### src/rtl/audio_mixer_tdm.sv
// audio_mixer_tdm: time-multiplexed stereo mixer for NCH unsigned channels.
// Each channel has a 4-bit volume and independent left/right enables, set
// through the Z80 I/O bus. A channel counter visits one channel per clock.
// Each result is scaled, panned and summed, then shifted and saturated into
// OW-bit samples. Each sample drives a first-order delta-sigma DAC.
//
// Ports:
//   clk, reset             system clock, synchronous active-high reset
//   a, iorq_n, rd_n, wr_n  Z80 address low byte and active-low strobes
//   din / dout, oe         CPU write data / read data and its bus-mux enable
//   ch_data                channel k in bits [k*IW +: IW]
//   sample_l, sample_r     latest mixed sample per side
//   sample_valid           one-clock pulse when sample_l/r update
//   dac_l, dac_r           delta-sigma bitstreams
module audio_mixer_tdm #(
  parameter int          NCH       = 8,
  parameter int          IW        = 8,
  parameter int          OW        = 10,
  parameter int          SHIFT     = 1,
  parameter logic [7:0]  ADDR_SEL  = 8'hF6,
  parameter logic [7:0]  ADDR_DATA = 8'hF7
) (
  input  logic              clk,
  input  logic              reset,
  input  logic [7:0]        a,
  input  logic              iorq_n,
  input  logic              rd_n,
  input  logic              wr_n,
  input  logic [7:0]        din,
  output logic [7:0]        dout,
  output logic              oe,
  input  logic [NCH*IW-1:0] ch_data,
  output logic [OW-1:0]     sample_l,
  output logic [OW-1:0]     sample_r,
  output logic              sample_valid,
  output logic              dac_l,
  output logic              dac_r
);

  localparam int CW = (NCH > 1) ? $clog2(NCH) : 1;
  localparam int AW = IW + $clog2(NCH) + 1;
  localparam int SW = (AW > OW) ? AW : OW;
  localparam int DW = OW + 2;

  localparam logic [CW-1:0] LAST = CW'(NCH - 1);
  localparam logic [4:0]    NCH5 = 5'(NCH);
  localparam logic [SW-1:0] MAXV = SW'((1 << OW) - 1);
  localparam logic [DW-1:0] INT0 = DW'(1) << OW;

  logic [3:0]    r_idx;
  logic [7:0]    r_cfg [NCH];
  logic [CW-1:0] r_cnt;
  logic          r_primed;
  logic [IW-1:0] r_p_l, r_p_r;
  logic [AW-1:0] r_acc_l, r_acc_r;
  logic [OW-1:0] r_sample_l, r_sample_r;
  logic          r_valid;
  logic [DW-1:0] r_int_l, r_int_r;
  logic          r_dac_l, r_dac_r;

  logic          w_idx_ok;
  logic [CW-1:0] w_idx_c;
  logic          w_wr_sel, w_wr_data;
  logic [IW-1:0] w_ch;
  logic [IW+4:0] w_prod;
  logic [IW-1:0] w_term;
  logic [AW-1:0] w_sum_l, w_sum_r;
  logic [SW-1:0] w_ext_l, w_ext_r;
  logic [OW-1:0] w_sat_l, w_sat_r;
  logic [DW-1:0] w_delta_l, w_delta_r;

  assign w_idx_ok  = {1'b0, r_idx} < NCH5;
  assign w_idx_c   = r_idx[CW-1:0];
  assign w_wr_sel  = (a == ADDR_SEL)  && !iorq_n && !wr_n;
  assign w_wr_data = (a == ADDR_DATA) && !iorq_n && !wr_n;
  assign oe        = (a == ADDR_DATA) && !iorq_n && !rd_n;

  always_comb begin
    dout = '0;
    if (w_idx_ok) dout = r_cfg[w_idx_c];
  end

  // Stage 1 term: (ch * (vol+1)) >> 4 always fits back into IW bits.
  assign w_ch   = ch_data[r_cnt*IW +: IW];
  assign w_prod = (IW+5)'(w_ch) * (IW+5)'({1'b0, r_cfg[r_cnt][3:0]} + 5'd1);
  assign w_term = IW'(w_prod >> 4);

  // The last channel's term is still in r_p when cnt wraps, so it is folded
  // in here rather than into the accumulator.
  assign w_sum_l = r_acc_l + AW'(r_p_l);
  assign w_sum_r = r_acc_r + AW'(r_p_r);
  assign w_ext_l = SW'(w_sum_l >> SHIFT);
  assign w_ext_r = SW'(w_sum_r >> SHIFT);
  assign w_sat_l = (w_ext_l > MAXV) ? '1 : OW'(w_ext_l);
  assign w_sat_r = (w_ext_r > MAXV) ? '1 : OW'(w_ext_r);

  // Adding {msb,msb,0..0} is a subtract of 2^OW whenever the integrator's
  // top bit is set, which is the feedback of the 1-bit quantiser.
  assign w_delta_l = DW'(r_sample_l) + {r_int_l[DW-1], r_int_l[DW-1], {OW{1'b0}}};
  assign w_delta_r = DW'(r_sample_r) + {r_int_r[DW-1], r_int_r[DW-1], {OW{1'b0}}};

  always_ff @(posedge clk) begin
    if (reset) begin
      r_idx      <= '0;
      for (int unsigned k = 0; k < NCH; k++) r_cfg[k] <= 8'hCF;
      r_cnt      <= '0;
      r_primed   <= 1'b0;
      r_p_l      <= '0;
      r_p_r      <= '0;
      r_acc_l    <= '0;
      r_acc_r    <= '0;
      r_sample_l <= '0;
      r_sample_r <= '0;
      r_valid    <= 1'b0;
      r_int_l    <= INT0;
      r_int_r    <= INT0;
      r_dac_l    <= 1'b0;
      r_dac_r    <= 1'b0;
    end else begin
      if (w_wr_sel) r_idx <= din[3:0];
      if (w_wr_data && w_idx_ok) r_cfg[w_idx_c] <= din;

      r_cnt <= (r_cnt == LAST) ? '0 : r_cnt + CW'(1);
      r_p_l <= r_cfg[r_cnt][7] ? w_term : '0;
      r_p_r <= r_cfg[r_cnt][6] ? w_term : '0;

      r_valid <= 1'b0;
      if (r_cnt == '0) begin
        r_acc_l  <= '0;
        r_acc_r  <= '0;
        r_primed <= 1'b1;
        if (r_primed) begin
          r_sample_l <= w_sat_l;
          r_sample_r <= w_sat_r;
          r_valid    <= 1'b1;
        end
      end else begin
        r_acc_l <= w_sum_l;
        r_acc_r <= w_sum_r;
      end

      r_int_l <= r_int_l + w_delta_l;
      r_int_r <= r_int_r + w_delta_r;
      r_dac_l <= r_int_l[DW-1];
      r_dac_r <= r_int_r[DW-1];
    end
  end

  assign sample_l     = r_sample_l;
  assign sample_r     = r_sample_r;
  assign sample_valid = r_valid;
  assign dac_l        = r_dac_l;
  assign dac_r        = r_dac_r;

endmodule
### config.mk
export PLATFORM = sky130hd
export DESIGN_NAME = audio_mixer_tdm
export DESIGN_NICKNAME = d
export VERILOG_FILES = /design/src/rtl/audio_mixer_tdm.sv
export SDC_FILE = /design/constraint.sdc
export NUM_CORES = 1
export LEC_CHECK = 0
export CAP_MARGIN = 10
export CORE_UTILIZATION = 25
export DETAILED_ROUTE_END_ITERATION = 6
export PLACE_DENSITY_LB_ADDON = 0.3
export SLEW_MARGIN = 40
export SYNTH_ARGS = -nofsm -noshare
export SYNTH_HDL_FRONTEND = slang
export SYNTH_SLANG_ARGS = --single-unit
export TNS_END_PERCENT = 100
### constraint.sdc
create_clock -name clk -period 4.95 [get_ports clk]
set_input_delay 1.485 -clock clk [delete_from_list [all_inputs] [get_ports clk]]
set_output_delay 1.485 -clock clk [all_outputs]
set_load 0.05 [all_outputs]
* Yosys cells after proc, flatten, opt, wreduce, memory -nomap -nowiden *
Memory sizes are Yosys's and may differ from the RTL's. A register that Yosys moved wholly into a read port is not among the register bits.
Index checks and enable logic that the tools add are counted.

cells by class
  add/sub/neg operators = 8
  multipliers = 1
  $lt $le $gt $ge = 3
  equal/unequal tests = 3
  shift-type cells = 1
  multiplexer cells = 15
  bitwise gates (word level) = 3
  reduce and logical (&&, ||, !) cells = 17

operators by type and width
  operator              number
  $shiftx 64x7->8       1
  $add 11x11->12        2
  $add 12x12->12        2
  $add 12x8->12         2
  $gt 11x10->1 const B  2
  $mux 10               2
  $eq 8x8->1 const B    2
  $mux 8                2
  $mul 8x5->12          1
  $mux 3                4
  $reduce_or 2->1       5
  $reduce_or 8->1       1
  $mux 1                7
  $logic_and 1x1->1     6
  $add 4x1->5 const B   1
  $lt 4x4->1 const B    1
  $add 3x1->3 const B   1
  $eq 3x3->1 const B    1
  $logic_not 1->1       3
  $logic_not 3->1       1
  $not 1->1             3
  $reduce_and 2->1      1

storage, ports and cells
  bits in registers = 95
  RAM bits = 64
  input bits = 85
  output and inout bits = 32
  word-level logic and storage cells = 66
  memories = 1

memory list
  memory  words  width  read ports  clocked after Yosys merged registers in  write ports  line  text
  r_cfg   8      8      2           2                                        8            51    logic [7:0] r_cfg [NCH];

* Logic depth before layout (Yosys ltp) *
Gate-level depths: netlist of run 1.

  depth after elaboration = 9
  gate-level depth with buffers = 23
  depth with buffers taken out = 21

* Worst setup path after synthesis of run 1 *
OpenSTA, ideal clock, no wires.

  kind = input to register
  start point = input ch_data[59]
  end point = register r_p_l[7]
  arrival = 5258 ps
  required time = 4880 ps
  slack = -378 ps
  stages on the path = 15
  path buffers = 0
  cell sequence = mux4_2 mux2_2 and3_1 fa_1 fa_1 inv_1 fa_1 inv_1 ha_1 a21oi_1 nor2b_1 nor3_1 a21oi_2 or3_1 a21oi_1

between the ends
  longest elaborated chain between the ends = 2

RTL lines
  element               line  text
  from (decl)           32    input logic [NCH*IW-1:0] ch_data,
  $shiftx 64x7->8       84    assign w_ch = ch_data[r_cnt*IW +: IW];
  $mul 8x5->12          85    assign w_prod = (IW+5)'(w_ch) * (IW+5)'({1'b0, r_cfg[r_cnt][3:0]} + 5'd1);
  to (signal assigned)  124   r_p_l <= r_cfg[r_cnt][7] ? w_term : '0;
  to (decl)             54    logic [IW-1:0] r_p_l, r_p_r;

Every way passes these cells.
A chain may end at the register's enable or synchronous reset.

* Worst setup path in the final report of run 1 *
  start point = input ch_data[27]
  end point = register r_p_r[7]

between the ends
  longest elaborated chain between the ends = 2

RTL lines
  element               line  text
  $shiftx 64x7->8       84
  $mul 8x5->12          85
  to (signal assigned)  125   r_p_r <= r_cfg[r_cnt][6] ? w_term : '0;
  to (decl)             54

Every way passes these cells.

==> results.ini, run 1 <==
[synthesis]
netlist_area_um2=9280
yosysWarningCount=0
syn_avg_cell_area_um2=10.7
synth_compound_area_frac=0.0791
ys_ff_latch=162
synth.distinct_cells=51
synthAdderAreaFrac=0.124
synth_xor_area_frac=0.0396
synth_ff_type=dfxtp_1
synthMuxAreaShare=0.136
ys_seq_area_frac=0.418
synth_edf_count=64
syn_inst=870
ys_async_sr_fraction=0
synth_top_family_by_area=simple AND/OR/NAND/NOR gates
syn_nets=1035
synth_simple_gate_area_frac=0.168

[routing]
wirelength_um=23600
dr.pass1.iters=4
routed_via_density=4.49
remaining_drc_errors=0
ant_nets=0
initialDrtViolationCount=256
num_vias=6838
wire_per_inst_um=15.5

[worst_hold_path]
whs_path_depth=1
hp-class=flop to flop
hp-start=r_int_r[11]
min_to=dac_r

[final_layout]
design_area_um2=12100
seq_area_um2=3890
mostFrequentLayoutCells=107 x nor2_1, 96 x dfxtp_1, 66 x clkdlybuf4s50_1
layout.nets=1207
final_cells=1523
drive_above_1_share=0.214
area_delta_synth_final_pct=30.6
antenna_cells=0
n_fill_cell=3747
multiInputGateArea_um2=5310
layout_commonest_cell=nor2_1

[critical_path]
crit_fanout=5
r2r-end=r_p_r[7]
crit_chain=clkbuf_2, mux4_2, mux2_4, nor2b_4, fa_1, fa_1, inv_1, fa_1, inv_2, ha_4, o21a_1, nor2_2, a211o_1, a21oi_2, buf_4, o21ai_2, a21oi_1
cp_top_family=adder cells
reg2reg_slack_ns=0.15
cp_slowest_cell=fa_1
arrival_ns=5.26
r2r-start=r_cfg[6][1]
critPathBufInv=4
crit_path_frequent_cell=fa_1
max_stage_delay_ns=0.51
rr_worst_depth=20
crit_path_end_kind=flop
startpoint_type=input port
crit_type=input port to flop
critPathRequiredTime_ns=5.31

[pwr]
p_leak_nw=4.59
clkPwrFrac=0.268
p_switching_w=0.00163
powerDensity_nw_per_um2=406
p_seq_frac=0.320
vdd_drop_max_mv=0.221
combPwrFrac=0.412
swShare=0.331
internal-power_w=0.00329

[timing]
finalSetupViolCount=0
finalMaxSlewViolations=0
worstMarginPinSlew_ns=0.725
finalCriticalPeriod_ns=4.89
hold_viol=0
post-route-period-util=0.989
final.setup_skew_ns=0.00720
rsz0062_at_grt=yes
fmaxAchievable_ghz=0.204
fin_ws_ns=0.0552
slew_headroom=0.516
setup_tns_ns=0

[placement]
place_area_um2=11400
placedCellCount=1483
dp_hpwl_um=17600
numPortBuffers=116
routabilityCongestion=0.764
dp_slack_ns=-0.837

[die]
die_area_um2=37900
io_pins=117
row_count=70
die_w_um=195
start_util=0.254
core_area_um2=36600
die_h_um=195

[global_routing]
grt_usage=0.131
grt.overflow.total=0
grt_pass1_wl_um=38600
grt_pass1_vias=7210
antenna_found_initial=0
grt_max_degree=55

[cts]
clock_sinks=162
htreeDepth=4
cts_tree=yes
clock-root-buffer=clkbuf_16
clkTransAtPathRegs_ns=0.06
insertion_delay_ns=0.43
postCtsHoldBufs=0
cts_buffers=17
clockBufferDepth=2

[run_status]
status=finished, final reports clean

[flow_run]
drv_cap=0

state kept, by name, indices dropped and copies added (netlist names), named ones only:
register and count:
r_cfg 64, r_acc_l 12, r_acc_r 12, r_int_l 12, r_int_r 12, sample_l 10, sample_r 10, r_p_l 8
r_p_r 8, r_idx 4, r_cnt 3, dac_l 1, dac_r 1, r_primed 1, sample_valid 1
per-layer routing:
metal | share of wire | global-route usage | wire [um] | vias to the layer above
met4 | 0.016 | 0.0441 | 367 | 0
met2 | 0.50 | 0.227 | 11700 | 89
met5 | 0 | 0 | 0 | -
li1 | - | - | - | 3409
met3 | 0.027 | 0.0200 | 627 | 25
met1 | 0.46 | 0.164 | 10800 | 3315
metrics by stage:
step            util  power [W]  hold slack [ns]
3_3_place_gp   0.312    0.00341            0.464
6_report       0.331    0.00492            0.475
3_5_place_dp   0.313    0.00343            0.468
5_1_grt        0.331    0.00527            0.498
2_1_floorplan      -    0.00281            0.442
4_1_cts        0.330    0.00479            0.477
power groups by stage:
stage	sequential (W)	clock [W]	combinational (W)
2_1_floorplan	0.00164	0	0.00117
3_3_place_gp	0.00161	0	0.00180
3_5_place_dp	0.00161	0	0.00182
4_1_cts	0.00158	0.00135	0.00186
5_1_grt	0.00159	0.00140	0.00228
6_report	0.00157	0.00132	0.00202
cell type report:
class	instances	share of cell area
clock buffers	21	0.0415
clock inverters	11	0.00805
inverters	47	0.0145
multi-input cells	627	0.438
flip-flops and latches	162	0.321
well taps	468	0.0483
repair buffers	187	0.129
worst reg2reg max path, stage by stage (launching register included):
cell and delay (ns):
edfxtp_1 0.41, mux4_2 0.48, mux2_4 0.29, ha_2 0.20, xor2_1 0.15, buf_4 0.17
nand2b_4 0.15, fa_1 0.54, inv_2 0.05, fa_1 0.50, inv_1 0.05, fa_1 0.49
inv_2 0.05, ha_4 0.27, buf_6 0.09, nand3_2 0.06, a211o_1 0.31, a21oi_2 0.15
buf_4 0.15, o21ai_2 0.06, a21oi_1 0.12
worst max-delay path by stage:
stage                start        to  slack [ns]  depth (start not counted)
3_3_place_gp   ch_data[40]  r_p_l[7]       -0.85                         15
2_1_floorplan  ch_data[27]  r_p_l[7]       -0.15                         15
4_1_cts        ch_data[27]  r_p_r[7]        0.02                         16
5_1_grt        ch_data[27]  r_p_l[7]       -0.10                         16
6_report       ch_data[27]  r_p_r[7]        0.06                         17
3_5_place_dp   ch_data[40]  r_p_r[7]       -0.84                         15
cell families (layout without fill, tap and decap cells):
logic type	Yosys count	after routing
AOI/OAI and AO/OA	115	115
xor gates and xnor gates	42	42
adders and majority gates	80	80
buffers and inverters	81	266
DFF	162	162
muxes	73	73
and+or+nand+nor	317	317
timing repair:
item                       4_1_cts  5_1_grt
resized for setup               74       84
pin swaps                       26        4
setup endpoints to repair       14       14
buffers inserted                 4        4
Yosys cell counts, drive strengths merged, types with 21 or more instances:
library cell / instances / share of area
a21oi: 34 / 0.019
clkbuf: 21 / 0.0085
dfxtp: 98 / 0.21
edfxtp: 64 / 0.21
ha: 60 / 0.081
inv: 47 / 0.019
mux2i: 27 / 0.030
mux4: 41 / 0.099
nand2: 52 / 0.021
nand2b: 24 / 0.016
nor2: 112 / 0.045
o21ai: 24 / 0.013
or2: 36 / 0.024
xnor2: 26 / 0.025
No activity file was read; power rests on OpenSTA's default activity.
==> inputs of run 2 (changes only) <==
==> constraint.sdc (replaced) <==
create_clock -name clk -period 4.95 [get_ports clk]
set_input_delay 1.485 -clock clk [delete_from_list [all_inputs] [get_ports clk]]
set_output_delay 1.485 -clock clk [all_outputs]
set_load 0.1 [all_outputs]
==> run 2 against run 1 <==
  * Via count shrank 0.19%
  * Global-route usage down 0.22 points
  * Highest routed layer unchanged
  * Register-to-register slack got worse by 0.08 ns
  * Largest cell class unchanged
  * Die area did not move
  * Clock skew up 0.0013 ns
  * Sequential power is essentially flat
  * Clock power barely moved
  * Total power hardly changed
  * Wire length down 0.31%
==> results.ini, run 2 (same netlist as run 1, synthesis figures left out) <==
[placement]
placedCellCount=1482  ; -0.067%
dp_hpwl_um=17400  ; -0.87%
routabilityCongestion=0.777  ; +1.8%
numPortBuffers=116  ; unchanged

[critical_path]
rr_worst_depth=19  ; -5.0%
arrival_ns=5.30  ; +0.04 ns
r2r-start=r_cnt[0]
critPathRequiredTime_ns=5.30  ; about the same
crit_path_end_kind=flop
startpoint_type=input port
crit_type=input port to flop
r2r-end=r_p_r[7]
crit_fanout=4  ; -1
reg2reg_slack_ns=0.07  ; -0.08 ns

[routing]
dr.pass1.iters=5  ; +1
remaining_drc_errors=0  ; unchanged
num_vias=6825  ; -0.19%
wire_per_inst_um=15.5  ; -0.11%
ant_nets=0  ; unchanged
initialDrtViolationCount=286  ; +12%
wirelength_um=23500  ; -0.31%
routed_via_density=4.49  ; about the same

[timing]
slew_headroom=0.498  ; -0.0187
finalSetupViolCount=0  ; unchanged
rsz0062_at_grt=yes
worstMarginPinSlew_ns=0.753  ; +0.0280 ns
setup_tns_ns=0  ; unchanged
hold_viol=0  ; unchanged
finalCriticalPeriod_ns=4.95  ; +0.0546 ns
post-route-period-util=1.00  ; +0.0110
fmaxAchievable_ghz=0.202  ; -1.1%
finalMaxSlewViolations=0  ; unchanged
final.setup_skew_ns=0.00851  ; +0.00132 ns

[final_layout]
area_delta_synth_final_pct=30.0
n_fill_cell=3739  ; -0.21%
drive_above_1_share=0.241  ; +0.0272
layout_commonest_cell=nor2_1
final_cells=1520  ; -0.20%
regMostFlops=r_cfg
multiInputGateArea_um2=5320  ; +0.21%
largest_register_ffs=64  ; unchanged
mostFrequentLayoutCells=106 x nor2_1, 93 x dfxtp_1, 69 x buf_4
seq_area_um2=3890  ; about the same
layout.nets=1204  ; -0.25%
antenna_cells=0  ; unchanged

[worst_hold_path]
whs_path_depth=1  ; unchanged
hp-start=r_int_r[11]
min_to=dac_r
hp-class=flop to flop

[cts]
htreeDepth=4  ; unchanged
clockBufferDepth=2  ; unchanged
cts_buffers=17  ; unchanged
clock_sinks=162  ; unchanged
insertion_delay_ns=0.43  ; about the same
clock-root-buffer=clkbuf_16
cts_tree=yes
clkTransAtPathRegs_ns=0.06  ; about the same
postCtsHoldBufs=0  ; unchanged

[pwr]
p_switching_w=0.00165  ; +1.4%
internal-power_w=0.00326  ; -0.83%
vdd_drop_max_mv=0.190  ; -14%
p_total_w=0.00491  ; about the same
powerDensity_nw_per_um2=407  ; +0.36%
swShare=0.336  ; +0.00498
p_seq_frac=0.321  ; about the same
clkPwrFrac=0.273  ; +0.005
p_leak_nw=4.66  ; +1.5%
combPwrFrac=0.406  ; -0.006

[global_routing]
grt_usage=0.128  ; -0.00224
grt_max_degree=56  ; +1.8%
grt_pass1_wl_um=37400  ; -3.0%
grt_pass1_vias=7120  ; -1.2%
grt.overflow.total=0  ; unchanged
antenna_found_initial=0  ; unchanged

[die]
core_area_um2=36600  ; unchanged
die_h_um=195  ; unchanged
row_count=70  ; unchanged
io_pins=117  ; unchanged
die_area_um2=37900  ; unchanged
die_w_um=195  ; unchanged
start_util=0.254  ; unchanged

[run_status]
status=finished, final reports clean

[flow_run]
drv_cap=0  ; unchanged

run 2: worst max-delay path by stage:
stage                      startpoint  endpoint  slack, ns  depth (start not counted)
after floorplan           ch_data[27]  r_p_l[7]      -0.15                         15
after global routing      ch_data[27]  r_p_l[7]      -0.16                         17
after CTS                 ch_data[27]  r_p_r[7]      -0.02                         16
after detailed placement  ch_data[40]  r_p_r[7]      -0.82                         15
after global placement    ch_data[40]  r_p_l[7]      -0.84                         15
final                     ch_data[27]  r_p_l[7]     0.0006                         17
run 2: power groups by stage:
stage	clock network (W)	logic, W	registers (W)
2_1_floorplan	0	0.00118	0.00170
3_3_place_gp	0	0.00189	0.00161
3_5_place_dp	0	0.00188	0.00161
4_1_cts	0.00137	0.00193	0.00158
5_1_grt	0.00142	0.00224	0.00159
6_report	0.00134	0.00200	0.00158
run 2: through the flow:
step / setup slack [ns] / hold WS, ns / util / area, um2
CTS: -0.0174 / 0.479 / 0.325 / 11900
floorplan: -0.154 / 0.442 / - / 9370
global route: -0.160 / 0.497 / 0.330 / 12100
global placement: -0.835 / 0.465 / 0.312 / 11400
detailed placement: -0.821 / 0.471 / 0.309 / 11300
finish: 0.000610 / 0.473 / 0.330 / 12100
run 2: routing by layer:
layer | global-route usage | part of all wire
met5 | 0 | 0
met4 | 0.0453 | 0.018
met3 | 0.0208 | 0.025
met2 | 0.224 | 0.50
met1 | 0.159 | 0.46
run 2: area by class of cell:
cell class / instances / share of cell area
Timing Repair Buffer: 184 / 0.124
Multi-Input combinational cell: 627 / 0.441
Clock buffer: 24 / 0.0418
Clock inverter: 8 / 0.00808
Sequential cell: 162 / 0.322
Tap cell: 468 / 0.0485
Inverter: 47 / 0.0146
run 2: timing repair:
item / 4_1_cts / 5_1_grt
setup buffers: 2 / 4
resized for setup: 103 / 53
hold endpoints to repair: 0 / 0
setup endpoints to repair: 14 / 14
pin swaps: 30 / 23
cloned: 0 / 0
run 2: critical path: stages:
cell and delay, ns:
buf_6 0.09, mux4_2 0.45, mux2_4 0.31, nor2b_4 0.14
fa_1 0.48, fa_1 0.52, inv_1 0.05, fa_1 0.50
inv_2 0.05, ha_4 0.25, o21a_1 0.12, nor2_2 0.04
a211o_1 0.30, a21oi_2 0.17, buf_4 0.14, o21ai_4 0.06
a21oi_2 0.15
